**src/rtl/uart_tx_pkg.sv**
```systemverilog
// Shared UART constants and state encodings, used by the transmitter and the receiver.
// Latency: n/a (types and constants only).
// Backpressure: n/a.
package uart_tx_pkg;

   localparam int UART_CLKS_PER_BIT    = 1250;
   localparam int UART_HALF_CLK_PERIOD = 625;

   // The receiver decodes the same values, so these encodings must stay fixed.
   typedef enum logic [2:0] {
      IDLE         = 3'd0,
      TX_START_BIT = 3'd1,
      TX_DATA_BITS = 3'd2,
      TX_STOP_BIT  = 3'd3,
      CLEANUP      = 3'd4
   } uart_state_e;

endpackage

```
**src/rtl/uart_tx_if.sv**
```systemverilog
// Byte-in / serial-out bundle of the UART transmitter.
// Latency: n/a (wiring only).
// Backpressure: the producer may write only while o_txready is high.
interface uart_tx_if #(
   parameter int FIFO_AW = 2
);
   logic               i_txdatval;
   logic [7:0]         i_txbyte;
   logic               o_txready;
   logic               o_uarttx;
   logic               o_txactive;
   logic               o_txdone;
   logic [FIFO_AW:0]   o_fifo_count;

   modport master (
      output i_txdatval, i_txbyte,
      input  o_txready, o_uarttx, o_txactive, o_txdone, o_fifo_count
   );

   modport slave (
      input  i_txdatval, i_txbyte,
      output o_txready, o_uarttx, o_txactive, o_txdone, o_fifo_count
   );
endinterface

```
**src/rtl/uart_tx_fifo.sv**
```systemverilog
// Small byte FIFO that queues bytes ahead of the serialiser.
// Latency: read data is registered and valid the cycle after i_rd; no fall-through.
// Backpressure: o_full is registered; a write while full is dropped with no state change.
module uart_tx_fifo #(
   parameter int FIFO_DEPTH = 4,
   parameter int FIFO_AW    = 2
) (
   input  logic               i_clk,
   input  logic               i_rst,
   input  logic               i_wr,
   input  logic [7:0]         i_wdata,
   input  logic               i_rd,
   output logic [7:0]         o_rdata,
   output logic               o_full,
   output logic               o_empty,
   output logic [FIFO_AW:0]   o_count
);
   localparam logic [FIFO_AW:0] DEPTH_C = (FIFO_AW+1)'(FIFO_DEPTH);

   logic [7:0]         mem_q [FIFO_DEPTH];
   logic [FIFO_AW-1:0] wptr_q, rptr_q;
   logic [FIFO_AW:0]   count_q, count_d;
   logic               full_q;
   logic [7:0]         rdata_q;
   logic               push, pop;

   assign push = i_wr && !full_q;
   assign pop  = i_rd && (count_q != '0);

   // Occupancy after this cycle; a simultaneous push and pop leaves it unchanged.
   always_comb begin
      count_d = count_q;
      if (push && !pop)
         count_d = count_q + 1'b1;
      else if (pop && !push)
         count_d = count_q - 1'b1;
   end

   // Pointers, count, full flag and read register; full is computed from the next count so it moves with o_count.
   always_ff @(posedge i_clk) begin
      if (i_rst) begin
         wptr_q  <= '0;
         rptr_q  <= '0;
         count_q <= '0;
         full_q  <= 1'b0;
         rdata_q <= '0;
      end else begin
         if (push)
            wptr_q <= wptr_q + 1'b1;
         if (pop) begin
            rdata_q <= mem_q[rptr_q];
            rptr_q  <= rptr_q + 1'b1;
         end
         count_q <= count_d;
         full_q  <= (count_d == DEPTH_C);
      end
   end

   // Storage needs no reset: a slot is only read after it has been written.
   always_ff @(posedge i_clk) begin
      if (push)
         mem_q[wptr_q] <= i_wdata;
   end

   assign o_rdata = rdata_q;
   assign o_full  = full_q;
   assign o_empty = (count_q == '0);
   assign o_count = count_q;

endmodule

```
**src/rtl/uart_tx.sv**
```systemverilog
// UART transmitter, 8N1, LSB first, fed through a small byte FIFO.
// Latency: start bit on the line the cycle after the FIFO pop; frame is 10*CLKS_PER_BIT cycles.
// Backpressure: o_txready drops when the FIFO is full; writes while full are dropped.
module uart_tx
   import uart_tx_pkg::*;
#(
   parameter int CLKS_PER_BIT = UART_CLKS_PER_BIT,
   parameter int FIFO_DEPTH   = 4,
   parameter int FIFO_AW      = 2
) (
   input  logic       i_clk,
   input  logic       i_rst,
   uart_tx_if.slave   bus
);
   localparam int               CNT_W   = (CLKS_PER_BIT > 1) ? $clog2(CLKS_PER_BIT) : 1;
   localparam logic [CNT_W-1:0] CNT_MAX = CNT_W'(CLKS_PER_BIT - 1);

   uart_state_e      state_q;
   logic [CNT_W-1:0] cnt_q;
   logic [2:0]       bit_q;
   logic [7:0]       shift_q;
   logic             line_q, active_q, done_q;

   logic             fifo_rd, fifo_full, fifo_empty;
   logic [7:0]       fifo_rdata;
   logic [FIFO_AW:0] fifo_count;
   logic             bit_end;

   uart_tx_fifo #(
      .FIFO_DEPTH (FIFO_DEPTH),
      .FIFO_AW    (FIFO_AW)
   ) u_fifo (
      .i_clk   (i_clk),
      .i_rst   (i_rst),
      .i_wr    (bus.i_txdatval),
      .i_wdata (bus.i_txbyte),
      .i_rd    (fifo_rd),
      .o_rdata (fifo_rdata),
      .o_full  (fifo_full),
      .o_empty (fifo_empty),
      .o_count (fifo_count)
   );

   assign fifo_rd = (state_q == IDLE) && !fifo_empty;
   assign bit_end = (cnt_q == CNT_MAX);

   // Frame sequencer: bit timing, shift register and all registered line/status outputs.
   always_ff @(posedge i_clk) begin
      if (i_rst) begin
         state_q  <= IDLE;
         cnt_q    <= '0;
         bit_q    <= '0;
         shift_q  <= '0;
         line_q   <= 1'b1;
         active_q <= 1'b0;
         done_q   <= 1'b0;
      end else begin
         done_q <= 1'b0;
         case (state_q)
            IDLE: begin
               line_q   <= 1'b1;
               active_q <= 1'b0;
               cnt_q    <= '0;
               if (!fifo_empty) begin
                  state_q  <= TX_START_BIT;
                  line_q   <= 1'b0;
                  active_q <= 1'b1;
               end
            end
            TX_START_BIT: begin
               // The popped byte appears on the registered FIFO output one cycle after the pop.
               if (cnt_q == '0)
                  shift_q <= fifo_rdata;
               if (bit_end) begin
                  cnt_q   <= '0;
                  bit_q   <= '0;
                  line_q  <= shift_q[0];
                  state_q <= TX_DATA_BITS;
               end else begin
                  cnt_q <= cnt_q + 1'b1;
               end
            end
            TX_DATA_BITS: begin
               if (bit_end) begin
                  cnt_q <= '0;
                  if (bit_q == 3'd7) begin
                     bit_q   <= '0;
                     line_q  <= 1'b1;
                     state_q <= TX_STOP_BIT;
                  end else begin
                     bit_q  <= bit_q + 1'b1;
                     line_q <= shift_q[bit_q + 3'd1];
                  end
               end else begin
                  cnt_q <= cnt_q + 1'b1;
               end
            end
            TX_STOP_BIT: begin
               line_q <= 1'b1;
               if (bit_end) begin
                  cnt_q    <= '0;
                  active_q <= 1'b0;
                  done_q   <= 1'b1;
                  state_q  <= CLEANUP;
               end else begin
                  cnt_q <= cnt_q + 1'b1;
               end
            end
            CLEANUP: begin
               line_q   <= 1'b1;
               active_q <= 1'b0;
               state_q  <= IDLE;
            end
            default: begin
               line_q   <= 1'b1;
               active_q <= 1'b0;
               cnt_q    <= '0;
               state_q  <= IDLE;
            end
         endcase
      end
   end

   assign bus.o_uarttx     = line_q;
   assign bus.o_txactive   = active_q;
   assign bus.o_txdone     = done_q;
   assign bus.o_txready    = !fifo_full;
   assign bus.o_fifo_count = fifo_count;

endmodule
```
**src/flat_wrapper.sv**
```systemverilog
// flat-port wrapper written by rule: the top's interface ports become plain ports
module uart_tx_flat import uart_tx_pkg::*;
#(
   parameter int CLKS_PER_BIT = UART_CLKS_PER_BIT,
   parameter int FIFO_DEPTH   = 4,
   parameter int FIFO_AW      = 2
)
  (i_clk, i_rst, bus_i_txdatval, bus_i_txbyte, bus_o_txready, bus_o_uarttx, bus_o_txactive, bus_o_txdone, bus_o_fifo_count);
  uart_tx_if #(.FIFO_AW(FIFO_AW)) bus_i ();
  input  logic i_clk;
  input  logic i_rst;
  input wire logic [$bits(bus_i.i_txdatval)-1:0] bus_i_txdatval;
  input wire logic [$bits(bus_i.i_txbyte)-1:0] bus_i_txbyte;
  output wire logic [$bits(bus_i.o_txready)-1:0] bus_o_txready;
  output wire logic [$bits(bus_i.o_uarttx)-1:0] bus_o_uarttx;
  output wire logic [$bits(bus_i.o_txactive)-1:0] bus_o_txactive;
  output wire logic [$bits(bus_i.o_txdone)-1:0] bus_o_txdone;
  output wire logic [$bits(bus_i.o_fifo_count)-1:0] bus_o_fifo_count;
  assign bus_i.i_txdatval = bus_i_txdatval;
  assign bus_i.i_txbyte = bus_i_txbyte;
  assign bus_o_txready = bus_i.o_txready;
  assign bus_o_uarttx = bus_i.o_uarttx;
  assign bus_o_txactive = bus_i.o_txactive;
  assign bus_o_txdone = bus_i.o_txdone;
  assign bus_o_fifo_count = bus_i.o_fifo_count;
  uart_tx #(.CLKS_PER_BIT(CLKS_PER_BIT), .FIFO_DEPTH(FIFO_DEPTH), .FIFO_AW(FIFO_AW)) u_core (.i_clk(i_clk), .i_rst(i_rst), .bus(bus_i));
endmodule
```
**config.mk**
```make
export PLATFORM = sky130hd
export DESIGN_NAME = uart_tx_flat
export DESIGN_NICKNAME = d
export VERILOG_FILES = /design/src/rtl/uart_tx_pkg.sv /design/src/rtl/uart_tx_if.sv /design/src/rtl/uart_tx_fifo.sv /design/src/rtl/uart_tx.sv /design/src/flat_wrapper.sv
export SDC_FILE = /design/constraint.sdc
export NUM_CORES = 1
export LEC_CHECK = 0
export CORE_AREA = 2 2 101 103
export CTS_CLUSTER_DIAMETER = 40
export DETAILED_ROUTE_END_ITERATION = 8
export DIE_AREA = 0 0 103 105
export DONT_BUFFER_PORTS = 1
export PLACE_DENSITY = 0.48
export SETUP_SLACK_MARGIN = 0.1
export SYNTH_ARGS = -nofsm -noshare
export SYNTH_HDL_FRONTEND = slang
export SYNTH_SLANG_ARGS = --single-unit
```
**constraint.sdc**
```tcl
create_clock -name i_clk -period 2.7 [get_ports i_clk]
set_input_delay 0.27 -clock i_clk [delete_from_list [all_inputs] [get_ports i_clk]]
set_output_delay 0.27 -clock i_clk [all_outputs]
set_load 0.02 [all_outputs]
```
==> impl_results.md <==
* Synth top area cells: edfxtp_1, dfxtp_1, mux4_2
* Endpoints failing setup at 0
* Hold WC Path Type: input port to flop
* Starting density of the core at 34.74%
* Residual DRC at 0
* Startpoint types: flop
* Async set-reset flop share out of synthesis at 0%
* Top FF cell, synth: dfxtp_1
* Core area at 9639 sq um
* Max Cap Viol at 0
* Post-CTS Resized at 0
* #FFs+latches synth at 76
* CTS tree: done
* Tcrit/Tclk final at 80.16%
* Final hold vios at 0
* Layout Skew at 0.01639 ns
* Initial antenna violation count at 0
* Vias at 2224
* Largest net degree at the start of global routing at 29
* H-tree depth at 3
* Final HPWL from detailed placement at 4249 um
* Share of cells above drive strength 1 at 10.29%
* Crit-path max FO at 9
* Rows at 36
* Die extent in y at 105 um
* DRT Pass-1 Iters at 5
* Buf/Inv on CP at 0
* Worst Setup End Kind: flop
* Post-synth net total at 320
* Layout Cells excl Fill at 444
* Slew @ Worst Pin at 1.103 ns
* Final worst setup slack at 0.5357 ns
* Distinct cells, synth at 45
* Clock root buffer: clkbuf_8
* Setup TNS at 0 ns
* Min Tclk post-route at 2.164 ns
* Post-Syn Instances at 297
* Gpl congestion at 0.8062
* Vias per cell at 5.009
* Slew Viols, Final at 0
* Avg Inst Size Synth at 11.27 sq um
* Area leader, netlist: edfxtp_1
* Dpl cells at 419
* Worst Setup Path Type: flop to flop
* Synth top area share at 28.70%
* GRT Overall Usage at 13.25%
* Worst-path cell chain: or4_4 -> or4_1 -> or3_1 -> a21boi_1
* Hold Slack at 0.02374 ns
* EDFF count, synth at 32
* Max incr delay on CP at 0.67 ns
* RSZ-0062 raised after global routing: no
* Final Util at 39.15%
* Top Ports at 18
* Final net count at 329
* Routed wire length per instance at 14.44 um
* Worst-case clock buffer depth at 2
* Syn. warnings at 0
* Status: complete, no violations
* Max-Slew Margin vs Limit at 26.22%
* Clk slew on worst S/H paths at 0.10 ns
* Arrival @ worst endpoint at 2.46 ns
* Via count of the first global-routing pass at 2252
* # diodes at 0
* Die area at 10820 sq um
* Fill cells at 975
* ANT nets after route at 0
* Top Family by Delay on Critical Path: simple AND/OR/NAND/NOR gates
* Register area share after synthesis at 55.01%
* Die width at 103 um
* Critical Path RT at 2.99 ns
* Critical-path top delay cell: or4_1
* Total congestion overflow at 0
* Setup WS pre-CTS at 0.5648 ns
* Insertion delay to the later sink of the worst-skew pair at 0.36 ns
* Static Leak at 1.276 nW
* Pwr/cell area at 858.3 nW/um^2
* Fmax achieved at 462.0 MHz
* Detailed Route WL at 6410 um
* # port buffers at 0
* 1st-iter DRT viols at 88
* TritonCTS Buffers at 9
* Syn Std Cell Area at 3348 sq um
* Worst IR Drop VDD at 0.2860 mV
* TritonCTS Sinks at 76
* First-pass GRT wire length at 11110 um
* Area growth from synthesis to layout at 12.71%
-- cells in the final DEF, fill, tap and decap left out, types with 5 or more instances in the layout --
| master | count |
|---|---|
| dlygate4sd3_1 | 9 |
| nand3_1 | 6 |
| inv_1 | 10 |
| dfxtp_1 | 44 |
| nor2b_1 | 6 |
| nand4_1 | 5 |
| nand2_1 | 26 |
| mux4_2 | 8 |
| clkbuf_8 | 9 |
| a21oi_1 | 16 |
| nor4_1 | 5 |
| edfxtp_1 | 32 |
| nor2_1 | 27 |
| mux2i_1 | 12 |
| nor3_1 | 7 |
| xnor2_1 | 9 |
| o21ai_0 | 9 |
| ha_1 | 12 |
| nand2b_1 | 5 |
-- state kept, by name (all words and copies together) (netlist names) --
| signal | flops |
|---|---|
| u_core.bus.o_txactive | 1 |
| u_core.u_fifo.mem_q | 32 |
| u_core.u_fifo.rptr_q | 2 |
| u_core.cnt_q | 11 |
| u_core.u_fifo.wptr_q | 2 |
| u_core.bus.o_txdone | 1 |
| u_core.state_q | 3 |
| u_core.bus.o_uarttx | 1 |
| u_core.shift_q | 8 |
| u_core.u_fifo.o_count | 3 |
| u_core.bit_q | 3 |
| u_core.u_fifo.o_rdata | 8 |
| u_core.u_fifo.o_full | 1 |
-- per-stage QoR --
step / power (mW) / instance area [sq um]
after floorplan: 2.173 / 3348
after global placement: 2.393 / 3486
after detailed placement: 2.399 / 3486
after CTS: 3.300 / 3774
after global routing: 3.472 / 3774
final: 3.239 / 3774
-- routing by layer --
metal  wire length (um)  global-route usage (%)
met1               3109                   17.31
met2               2925                   20.41
met3                257                   4.013
met4                119                   5.169
met5                  0                       0
-- final cells by class --
cell class / instances / area (sq um) / share of cell area (%)
Clock buffer: 9 / 123.9 / 3.282
Timing Repair Buffer: 13 / 120.1 / 3.183
Sequential cell: 76 / 1842 / 48.81
Tap cell: 133 / 166.4 / 4.410
Multi-Input combinational cell: 196 / 1410 / 37.37
Inverter: 10 / 37.54 / 0.9947
Clock inverter: 7 / 73.82 / 1.956
-- Yosys cell counts (2+ instances only) --
cell type  count
a21oi_1       16
a311oi_1       2
a31oi_1        3
a32oi_1        2
and2_1         4
and4_1         3
clkbuf_1      13
dfxtp_1       44
edfxtp_1      32
ha_1          12
inv_1         10
mux2i_1       12
mux4_2         8
nand2_1       26
nand2b_1       5
nand3_1        6
nand4_1        5
nor2_1        27
nor2b_1        6
nor3_1         7
nor3b_1        2
nor4_1         5
o21ai_0        9
o32ai_1        2
or3_1          3
or4_1          3
xnor2_1        9
xor2_1         4
-- logic make-up after synthesis --
| kind of cell | synth area share [%] |
|---|---|
| flip-flops | 55.01 |
| AO/OA/AOI/OAI | 8.110 |
| adder cells (fa/ha/maj) | 4.484 |
| multiplexers | 8.969 |
| XOR/XNOR | 3.401 |
| buffers and inverters | 2.877 |
| AND/OR/NAND/NOR | 17.15 |
-- repair_timing --
item | 4_1_cts | 5_1_grt
hold endpoints to repair | 60 | 0
hold buffers | 9 | 0
setup buffers | 0 | 0
-- where the power goes --
| group | leakage [nW] | internal (mW) | switching (mW) |
|---|---|---|---|
| combinational | 0.522 | 0.358 | 0.435 |
| clock | 0.102 | 0.367 | 0.499 |
| sequential | 0.652 | 1.38 | 0.204 |
| total | 1.28 | 2.10 | 1.14 |
-- worst paths after layout --
kind | startpoint | end | slack [ns] | cells past startpoint
worst max register to register | u_core.cnt_q[3] | u_core.state_q[1] | 0.54 | 4
worst min-delay path | i_rst | u_core.cnt_q[9] | 0.02 | 1
worst max-delay path | u_core.cnt_q[3] | u_core.state_q[1] | 0.54 | 4
worst min register to register | u_core.u_fifo.o_rdata[4] | u_core.u_fifo.o_rdata[4] | 0.46 | 2
No activity file was read; power rests on OpenSTA's default activity.
